===== src/rtl/bus_master_queued.sv =====
// Queued two-phase bus master: client commands are buffered in a FIFO and
// issued one at a time (address phase, then data phase), with a per-phase
// ready timeout and one response per command in command order.
module bus_master_queued #(
  parameter int unsigned ADDR_W    = 16,
  parameter int unsigned DATA_W    = 32,
  parameter int unsigned CMD_DEPTH = 4,
  parameter int unsigned TIMEOUT   = 15
) (
  input  logic                           clk,
  input  logic                           reset,
  input  logic                           cmd_valid,
  output logic                           cmd_ready,
  input  logic                           cmd_write,
  input  logic [ADDR_W-1:0]              cmd_addr,
  input  logic [DATA_W-1:0]              cmd_wdata,
  output logic                           bus_valid,
  input  logic                           bus_ready,
  output logic                           bus_read,
  output logic                           bus_write,
  output logic [ADDR_W-1:0]              bus_addr,
  output logic [DATA_W-1:0]              bus_write_data,
  input  logic [DATA_W-1:0]              bus_read_data,
  output logic                           rsp_valid,
  output logic                           rsp_write,
  output logic [DATA_W-1:0]              rsp_rdata,
  output logic                           rsp_error,
  output logic [$clog2(CMD_DEPTH+1)-1:0] cmd_count,
  output logic                           busy
);

  localparam int unsigned PTR_W = $clog2(CMD_DEPTH);
  localparam int unsigned CNT_W = $clog2(CMD_DEPTH + 1);
  localparam int unsigned TO_W  = (TIMEOUT == 0) ? 1 : $clog2(TIMEOUT + 1);

  localparam logic [1:0] S_IDLE = 2'd0;
  localparam logic [1:0] S_ADDR = 2'd1;
  localparam logic [1:0] S_DATA = 2'd2;

  typedef struct packed {
    logic              write;
    logic [ADDR_W-1:0] addr;
    logic [DATA_W-1:0] wdata;
  } cmd_t;

  cmd_t              mem_q [CMD_DEPTH];
  cmd_t              mem_d [CMD_DEPTH];
  logic [PTR_W-1:0]  wr_ptr_q, wr_ptr_d;
  logic [PTR_W-1:0]  rd_ptr_q, rd_ptr_d;
  logic [CNT_W-1:0]  count_q, count_d;
  logic [1:0]        state_q, state_d;
  logic [TO_W-1:0]   to_q, to_d;
  logic              bus_valid_q, bus_valid_d;
  logic              bus_read_q, bus_read_d;
  logic              bus_write_q, bus_write_d;
  logic [ADDR_W-1:0] bus_addr_q, bus_addr_d;
  logic [DATA_W-1:0] bus_wdata_q, bus_wdata_d;
  logic              rsp_valid_q, rsp_valid_d;
  logic              rsp_write_q, rsp_write_d;
  logic [DATA_W-1:0] rsp_rdata_q, rsp_rdata_d;
  logic              rsp_error_q, rsp_error_d;

  logic full;
  logic push;
  logic pop;
  logic timeout_hit;
  cmd_t head;

  // No pass-through: a full FIFO refuses a push even when popping.
  assign full        = (count_q == CNT_W'(CMD_DEPTH));
  assign push        = cmd_valid && !full;
  assign head        = mem_q[rd_ptr_q];
  assign timeout_hit = (TIMEOUT != 0) && (to_q == TO_W'(TIMEOUT));

  assign cmd_ready      = !full;
  assign cmd_count      = count_q;
  assign busy           = (state_q != S_IDLE) || (count_q != '0);
  assign bus_valid      = bus_valid_q;
  assign bus_read       = bus_read_q;
  assign bus_write      = bus_write_q;
  assign bus_addr       = bus_addr_q;
  assign bus_write_data = bus_wdata_q;
  assign rsp_valid      = rsp_valid_q;
  assign rsp_write      = rsp_write_q;
  assign rsp_rdata      = rsp_rdata_q;
  assign rsp_error      = rsp_error_q;

  // FIFO storage and pointer/occupancy next-state.
  always_comb begin
    mem_d    = mem_q;
    wr_ptr_d = wr_ptr_q;
    rd_ptr_d = rd_ptr_q;
    count_d  = count_q + CNT_W'(push) - CNT_W'(pop);
    if (push) begin
      mem_d[wr_ptr_q] = '{write: cmd_write, addr: cmd_addr, wdata: cmd_wdata};
      wr_ptr_d        = wr_ptr_q + PTR_W'(1);
    end
    if (pop) begin
      rd_ptr_d = rd_ptr_q + PTR_W'(1);
    end
  end

  // Transaction FSM: issue head command, run both phases, produce response.
  always_comb begin
    state_d     = state_q;
    to_d        = to_q;
    pop         = 1'b0;
    bus_valid_d = bus_valid_q;
    bus_read_d  = bus_read_q;
    bus_write_d = bus_write_q;
    bus_addr_d  = bus_addr_q;
    bus_wdata_d = bus_wdata_q;
    rsp_valid_d = 1'b0;
    rsp_write_d = 1'b0;
    rsp_rdata_d = '0;
    rsp_error_d = 1'b0;
    case (state_q)
      S_IDLE: begin
        bus_valid_d = 1'b0;
        bus_read_d  = 1'b0;
        bus_write_d = 1'b0;
        to_d        = '0;
        if (count_q != '0) begin
          pop         = 1'b1;
          bus_valid_d = 1'b1;
          bus_read_d  = !head.write;
          bus_write_d = head.write;
          bus_addr_d  = head.addr;
          bus_wdata_d = head.wdata;
          state_d     = S_ADDR;
        end
      end
      S_ADDR, S_DATA: begin
        if (bus_ready) begin
          to_d = '0;
          if (state_q == S_ADDR) begin
            state_d = S_DATA;
          end else begin
            rsp_valid_d = 1'b1;
            rsp_write_d = bus_write_q;
            rsp_rdata_d = bus_read_q ? bus_read_data : '0;
            bus_valid_d = 1'b0;
            bus_read_d  = 1'b0;
            bus_write_d = 1'b0;
            state_d     = S_IDLE;
          end
        end else if (timeout_hit) begin
          rsp_valid_d = 1'b1;
          rsp_error_d = 1'b1;
          rsp_write_d = bus_write_q;
          bus_valid_d = 1'b0;
          bus_read_d  = 1'b0;
          bus_write_d = 1'b0;
          to_d        = '0;
          state_d     = S_IDLE;
        end else begin
          to_d = to_q + TO_W'(1);
        end
      end
      default: begin
        state_d = S_IDLE;
      end
    endcase
  end

  // Control and output registers with synchronous reset.
  always_ff @(posedge clk) begin
    if (reset) begin
      wr_ptr_q    <= '0;
      rd_ptr_q    <= '0;
      count_q     <= '0;
      state_q     <= S_IDLE;
      to_q        <= '0;
      bus_valid_q <= 1'b0;
      bus_read_q  <= 1'b0;
      bus_write_q <= 1'b0;
      bus_addr_q  <= '0;
      bus_wdata_q <= '0;
      rsp_valid_q <= 1'b0;
      rsp_write_q <= 1'b0;
      rsp_rdata_q <= '0;
      rsp_error_q <= 1'b0;
    end else begin
      wr_ptr_q    <= wr_ptr_d;
      rd_ptr_q    <= rd_ptr_d;
      count_q     <= count_d;
      state_q     <= state_d;
      to_q        <= to_d;
      bus_valid_q <= bus_valid_d;
      bus_read_q  <= bus_read_d;
      bus_write_q <= bus_write_d;
      bus_addr_q  <= bus_addr_d;
      bus_wdata_q <= bus_wdata_d;
      rsp_valid_q <= rsp_valid_d;
      rsp_write_q <= rsp_write_d;
      rsp_rdata_q <= rsp_rdata_d;
      rsp_error_q <= rsp_error_d;
    end
  end

  // FIFO payload storage; contents are only meaningful behind the pointers.
  always_ff @(posedge clk) begin
    mem_q <= mem_d;
  end

endmodule


===== config.mk =====
export PLATFORM = sky130hd
export DESIGN_NAME = bus_master_queued
export DESIGN_NICKNAME = d
export VERILOG_FILES = /design/src/rtl/bus_master_queued.sv
export SDC_FILE = /design/constraint.sdc
export NUM_CORES = 1
export LEC_CHECK = 0
export ABC_AREA = 0
export CAP_MARGIN = 20
export CORE_MARGIN = 3
export CORE_UTILIZATION = 53
export CTS_CLUSTER_SIZE = 24
export DETAILED_ROUTE_END_ITERATION = 12
export PLACE_DENSITY_LB_ADDON = 0.25
export RECOVER_POWER = 100
export SETUP_SLACK_MARGIN = 0.02
export SLEW_MARGIN = 20
export SYNTH_ARGS = -nofsm -noshare
export SYNTH_HDL_FRONTEND = slang
export SYNTH_SLANG_ARGS = --single-unit

===== constraint.sdc =====
create_clock -name clk -period 2.6 [get_ports clk]
set_input_delay 0.39 -clock clk [delete_from_list [all_inputs] [get_ports clk]]
set_output_delay 0.39 -clock clk [all_outputs]
set_load 0.05 [all_outputs]

==> flow_summary.json, run 1 <==
{
  "gp_congestion": 0.758,
  "yosysTopAreaCellShare_pct": 55.2,
  "syn_nets": 736,
  "final-hold-violation-count": 0,
  "status": "finished clean",
  "core_mm2": 0.0196,
  "worst_ep_arrival_time_ns": 2.08,
  "cts.clk_slew.worst_paths_ns": 0.06,
  "via_per_inst": 5.28,
  "avgSynthCellArea_um2": 16.7,
  "yosysTopAreaCell": "edfxtp_1",
  "hold_class": "in2reg",
  "end_kind": "output port",
  "timing.rr.start": "cmd_count[2]$_SDFF_PP0_",
  "synthFlopType": "edfxtp_1",
  "slew-limit-headroom_pct": 15.6,
  "wirelength_mm": 21.4,
  "path_class": "reg2out",
  "min_from": "reset",
  "drv_slew": 0,
  "syn2layout_area_growth_pct": 27.4,
  "worst_pin_slew_ns": 1.27,
  "die_w_um": 148,
  "cts-buffers-inserted": 29,
  "p_leak_uw": 0.00490,
  "numClockSinks": 295,
  "port_buffers": 175,
  "r2r_cells": 10,
  "setup_violations": 0,
  "synth_edf_count": 196,
  "crit_slowest_cell": "clkdlybuf4s50_1",
  "grt_usage_pct": 19.8,
  "total_power_uw": 14900,
  "worstPathCellList": "or3b_4 > clkdlybuf4s50_1",
  "ys_top_cells_by_area": "edfxtp_1 (55%), dfxtp_1 (19%), mux4_2 (10%), nand2_1 (3.7%), and2_1 (1.9%)",
  "grt_max_degree": 51,
  "htreeDepth": 1,
  "crit_path_start_kind": "flop",
  "tns_ns": 0,
  "max_freq_ghz": 0.405,
  "rr_endpoint": "cmd_count[2]$_SDFF_PP0_",
  "wl_per_cell_um": 19.2,
  "synthCells": 639,
  "dp_hpwl_mm": 13.3,
  "critPathBufInv": 1,
  "cts-root-buf": "clkbuf_16",
  "rows": 51,
  "synth.distinct_cells": 38,
  "fp.dieH_um": 148,
  "dp.cells": 1061,
  "start_util_pct": 54.4,
  "async_reset_ff_share_pct": 0,
  "finalCritPeriodShare_pct": 95.0,
  "min_period_ns": 2.47,
  "min_to": "bus_write_data[20]$_SDFFE_PP0P_",
  "path_max_fanout": 6,
  "antenna_left": 0,
  "netlist_area_mm2": 0.0107,
  "first_pass_iters": 5,
  "drv_cap": 0,
  "cts_tree": "yes",
  "clk_latency_ns": 0.52,
  "grt_pass1_wl_mm": 34.0,
  "crit_family": "buffers and inverters",
  "worstPathRequired_ns": 2.21,
  "peakVddDrop_uv": 761,
  "drt_iter0_drc": 273,
  "seq_area_frac_synth_pct": 73.8,
  "nNetsFinal": 924,
  "hold_depth": 2,
  "rsz0062_at_grt": "no",
  "cts_buffer_depth": 3,
  "drive_gt1_share_pct": 16.0,
  "dieArea_mm2": 0.0219,
  "p_per_area_mw_per_mm2": 1090,
  "ys_seq_elements": 295,
  "yosysWarnings": 0,
  "finClkSkew_ns": 0.00669,
  "synthTopCellsByCount": "edfxtp_1 (196), nand2_1 (106), dfxtp_1 (99)",
  "drc_errors": 0,
  "antenna_found_initial": 1,
  "cpPeakStageDelay_ns": 0.73,
  "pin_count": 176,
  "grt_pass1_vias": 6313,
  "vias": 5889,
  "grt.overflow.total": 0,
  "reg2reg_slack_ns": 0.23,
  "yosysMostFrequentCell": "edfxtp_1",
  "final_cells": 1115
}
==> per-stage QoR <==
stage	utilization [%]	hold WS (ns)	setup slack, ns	instance area [µm²]
2_1_floorplan	-	0.458	0.0601	10700
4_1_cts	70.3	0.173	0.0471	13800
6_report	69.3	0.202	0.131	13600
3_5_place_dp	65.4	0.449	0.0313	12800
3_3_place_gp	65.4	0.443	0.152	12800
5_1_grt	69.3	0.189	0.0667	13600
==> worst max-delay path by stage <==
| stage | start | endpoint | slack (ns) | depth (start not counted) |
|---|---|---|---|---|
| floorplan | cmd_count[0]$_SDFF_PP0_ | cmd_count[2]$_SDFF_PP0_ | 0.06 | 10 |
| global placement | cmd_valid | cmd_count[2]$_SDFF_PP0_ | 0.15 | 10 |
| detailed placement | cmd_valid | cmd_count[2]$_SDFF_PP0_ | 0.03 | 10 |
| CTS | state_q[0]$_SDFFE_PP0P_ | busy | 0.05 | 4 |
| global route | cmd_count[2]$_SDFF_PP0_ | cmd_ready | 0.07 | 2 |
| finish | cmd_count[2]$_SDFF_PP0_ | cmd_ready | 0.13 | 2 |
==> routing by layer <==
metal / wire (µm) / GRT usage (%) / up-vias
li1: - / - / 2730
met1: 8490 / 24.7 / 2916
met2: 11200 / 36.0 / 208
met3: 1350 / 3.86 / 35
met4: 388 / 4.76 / 0
met5: 0 / 0 / -
==> sequential cells by signal (all words and copies together) (netlist names) <==
register        cells
wr_ptr_q            2
to_q                4
rsp_error           1
cmd_count           3
rsp_write           1
bus_write_data     32
state_q             2
rd_ptr_q            2
rsp_rdata          32
bus_write           1
bus_read            1
rsp_valid           1
bus_addr           16
bus_valid           1
mem_q             196
==> what timing repair did <==
item                       in CTS  in global routing
hold buffers                    0                  0
setup endpoints to repair       0                  1
setup buffers                   0                  0
gates resized for setup         0                  1
==> layout by cell type, fill, tap and decap left out, types with 4 or more instances in the layout <==
cell type          n
a21oi_1           44
clkbuf_2          10
and3_1             4
ha_1              11
xnor2_1            4
nand2_1          106
dfxtp_1           96
dlygate4sd3_1    138
and2_0            23
clkbuf_16         31
edfxtp_1         196
a21oi_2           11
inv_1              9
clkinv_2          11
clkdlybuf4s50_1   35
and2_1            10
mux4_2            49
clkbuf_8           6
nor2_1            11
==> where the power goes <==
part	internal [µW]	switching, µW
clock network	2420	1650
logic	1660	2970
registers	5760	377
==> logic make-up after synthesis <==
family,count (synthesis),share of synthesized area (%)
AO/OA/AOI/OAI,59,3.61
flip-flops,295,73.8
XOR/XNOR,6,0.493
buffers and inverters,42,2.23
adder cells (fa/ha/maj),12,1.48
multiplexers,52,10.6
AND/OR/NAND/NOR,173,7.78
==> layout make-up <==
cell class,count,area [µm²]
Fill cell,1362,6010
Timing Repair Buffer,190,1860
Antenna cell,1,2.50
Clock buffer,38,862
Clock inverter,15,103
Sequential cell,295,7870
Tap cell,265,332
Inverter,9,33.8
Multi-Input combinational cell,302,2510
Note: power is estimated with default switching activity, not from simulation.
==> inputs of run 2 (changes only) <==
--- a/config.mk
+++ b/config.mk
@@ -7,8 +7,7 @@
 export LEC_CHECK = 0
 export ABC_AREA = 0
 export CAP_MARGIN = 20
-export CORE_MARGIN = 3
-export CORE_UTILIZATION = 53
+export CORE_UTILIZATION = 30
 export CTS_CLUSTER_SIZE = 24
 export DETAILED_ROUTE_END_ITERATION = 12
 export PLACE_DENSITY_LB_ADDON = 0.25
==> run 2 against run 1 <==
Effect of this change: via count is 0.27% lower; critical path depth stayed put; flip-flop and latch count did not move; utilization fell by 29 points; cell count grew 18%; register-to-register slack better by 0.02 ns; sequential share of layout area decreased by 2.0 points.
==> flow_summary.json, run 2 (same netlist as run 1, synthesis figures left out) <==
{
  "port_buffers": 175,
  "htreeDepth": 2,
  "cts.repair.resized": 0,
  "vias": 5873,
  "cts_buffer_depth": 3,
  "die_w_um": 191,
  "clk_latency_ns": 0.50,
  "crit_slowest_cell": "clkdlybuf4s50_1",
  "min_from": "reset",
  "final_cells": 1321,
  "fin_ws_ns": 0.155,
  "reg2reg_slack_ns": 0.25,
  "peakVddDrop_uv": 562,
  "final_cell_area_mm2": 0.0141,
  "dp_slack_ns": 0.124,
  "status": "finished clean",
  "final_common_cell": "edfxtp_1",
  "grt_usage_pct": 13.1,
  "tns_ns": 0,
  "gp_congestion": 0.716,
  "finalCritPeriodShare_pct": 94.0,
  "dp.cells": 1258,
  "cts-root-buf": "clkbuf_16",
  "pin_count": 176,
  "syn2layout_area_growth_pct": 31.9,
  "worstPathRequired_ns": 2.21,
  "cts_hold_buf": 0,
  "finClkSkew_ns": 0.0177,
  "dieArea_mm2": 0.0363,
  "p_per_area_mw_per_mm2": 1110,
  "cpPeakStageDelay_ns": 0.76,
  "p_leak_uw": 0.00500,
  "cts.clk_slew.worst_paths_ns": 0.06,
  "slew-limit-headroom_pct": 19.0,
  "drive_gt1_share_pct": 17.2,
  "hold_depth": 2,
  "rows": 68,
  "final-hold-violation-count": 0,
  "end_kind": "output port",
  "dp_hpwl_mm": 14.2,
  "drc_errors": 0,
  "setup_violations": 0,
  "numClockSinks": 295,
  "rr_endpoint": "cmd_count[2]$_SDFF_PP0_",
  "wl_per_cell_um": 17.7,
  "antenna_found_initial": 3,
  "grt.overflow.total": 0,
  "antenna_left": 0,
  "timing.rr.start": "cmd_count[0]$_SDFF_PP0_",
  "grt_max_degree": 51,
  "cts_tree": "yes",
  "max_freq_ghz": 0.409,
  "r2r_cells": 10,
  "rsz0062_at_grt": "no",
  "grt_pass1_vias": 6128,
  "wirelength_mm": 23.4,
  "path_max_fanout": 6,
  "grt_pass1_wl_mm": 35.9,
  "start_util_pct": 30.6,
  "worstPathCellList": "or3b_1 > clkdlybuf4s50_1",
  "top_register": "mem_q",
  "min_to": "cmd_count[2]$_SDFF_PP0_",
  "cts_setup_buffers": 0,
  "nNetsFinal": 936,
  "crit_path_start_kind": "flop",
  "drt_iter0_drc": 223,
  "worst_pin_slew_ns": 1.21,
  "hold_class": "in2reg",
  "core_mm2": 0.0348,
  "min_period_ns": 2.45,
  "fp.dieH_um": 191,
  "total_power_uw": 15500,
  "first_pass_iters": 4,
  "largest_reg_flops": 196,
  "worst_ep_arrival_time_ns": 2.06,
  "path_class": "reg2out",
  "cts-buffers-inserted": 34,
  "dpl_cell_area_mm2": 0.0131,
  "drv_slew": 0,
  "drv_cap": 0,
  "via_per_inst": 4.45,
  "layout_common_cells": "edfxtp_1 (196), dlygate4sd3_1 (138), nand2_1 (106)"
}
run 2: cell count changes in the layout (fill, tap and decap cells not counted), sizes merged:
| cell | change |
|---|---|
| buf | +9 |
| inv | -1 |
| clkbuf | +8 |
run 2: worst max-delay path by stage:
stage                       startpoint                 endpoint  slack, ns
2_1_floorplan  cmd_count[0]$_SDFF_PP0_  cmd_count[2]$_SDFF_PP0_       0.06
3_3_place_gp                 cmd_valid  cmd_count[2]$_SDFF_PP0_       0.12
3_5_place_dp                 cmd_valid  cmd_count[2]$_SDFF_PP0_       0.12
4_1_cts        state_q[0]$_SDFFE_PP0P_                     busy       0.06
5_1_grt        cmd_count[0]$_SDFF_PP0_  cmd_count[2]$_SDFF_PP0_       0.08
6_report       cmd_count[1]$_SDFF_PP0_                cmd_ready       0.15
run 2: stage by stage:
| stage | utilization [%] | hold slack (ns) |
|---|---|---|
| final | 40.4 | 0.276 |
| after CTS | 40.8 | 0.277 |
| after floorplan | - | 0.458 |
| after detailed placement | 37.5 | 0.446 |
| after global routing | 40.4 | 0.275 |
| after global placement | 37.5 | 0.445 |
run 2: final cells by class:
type	count	area, µm²
Antenna cell	1	2.50
Clock buffer	48	1020
Clock inverter	14	114
Fill cell	3183	20700
Inverter	9	33.8
Multi-Input combinational cell	302	2530
Sequential cell	295	7880
Tap cell	455	569
Timing Repair Buffer	197	1930
run 2: power by group:
| part | switching, µW | total (µW) | leakage, µW | internal [µW] |
|---|---|---|---|---|
| Combinational | 3030 | 4710 | 0.00183 | 1680 |
| Sequential | 391 | 6150 | 0.00260 | 5760 |
| Clock | 1840 | 4680 | 0.000564 | 2840 |
run 2: critical path, delay by kind of cell (launching register included):
| family | cells | cell delay, ns |
|---|---|---|
| DFF | 1 | 0.34 |
| buffers and inverters | 1 | 0.76 |
| and+or+nand+nor | 1 | 0.46 |
run 2: routing by layer:
| metal | global-route usage [%] | part of all wire [%] |
|---|---|---|
| met4 | 3.57 | 1.8 |
| met2 | 21.6 | 47 |
| met3 | 3.64 | 6.9 |
| met1 | 16.9 | 44 |
| met5 | 0 | 0.12 |
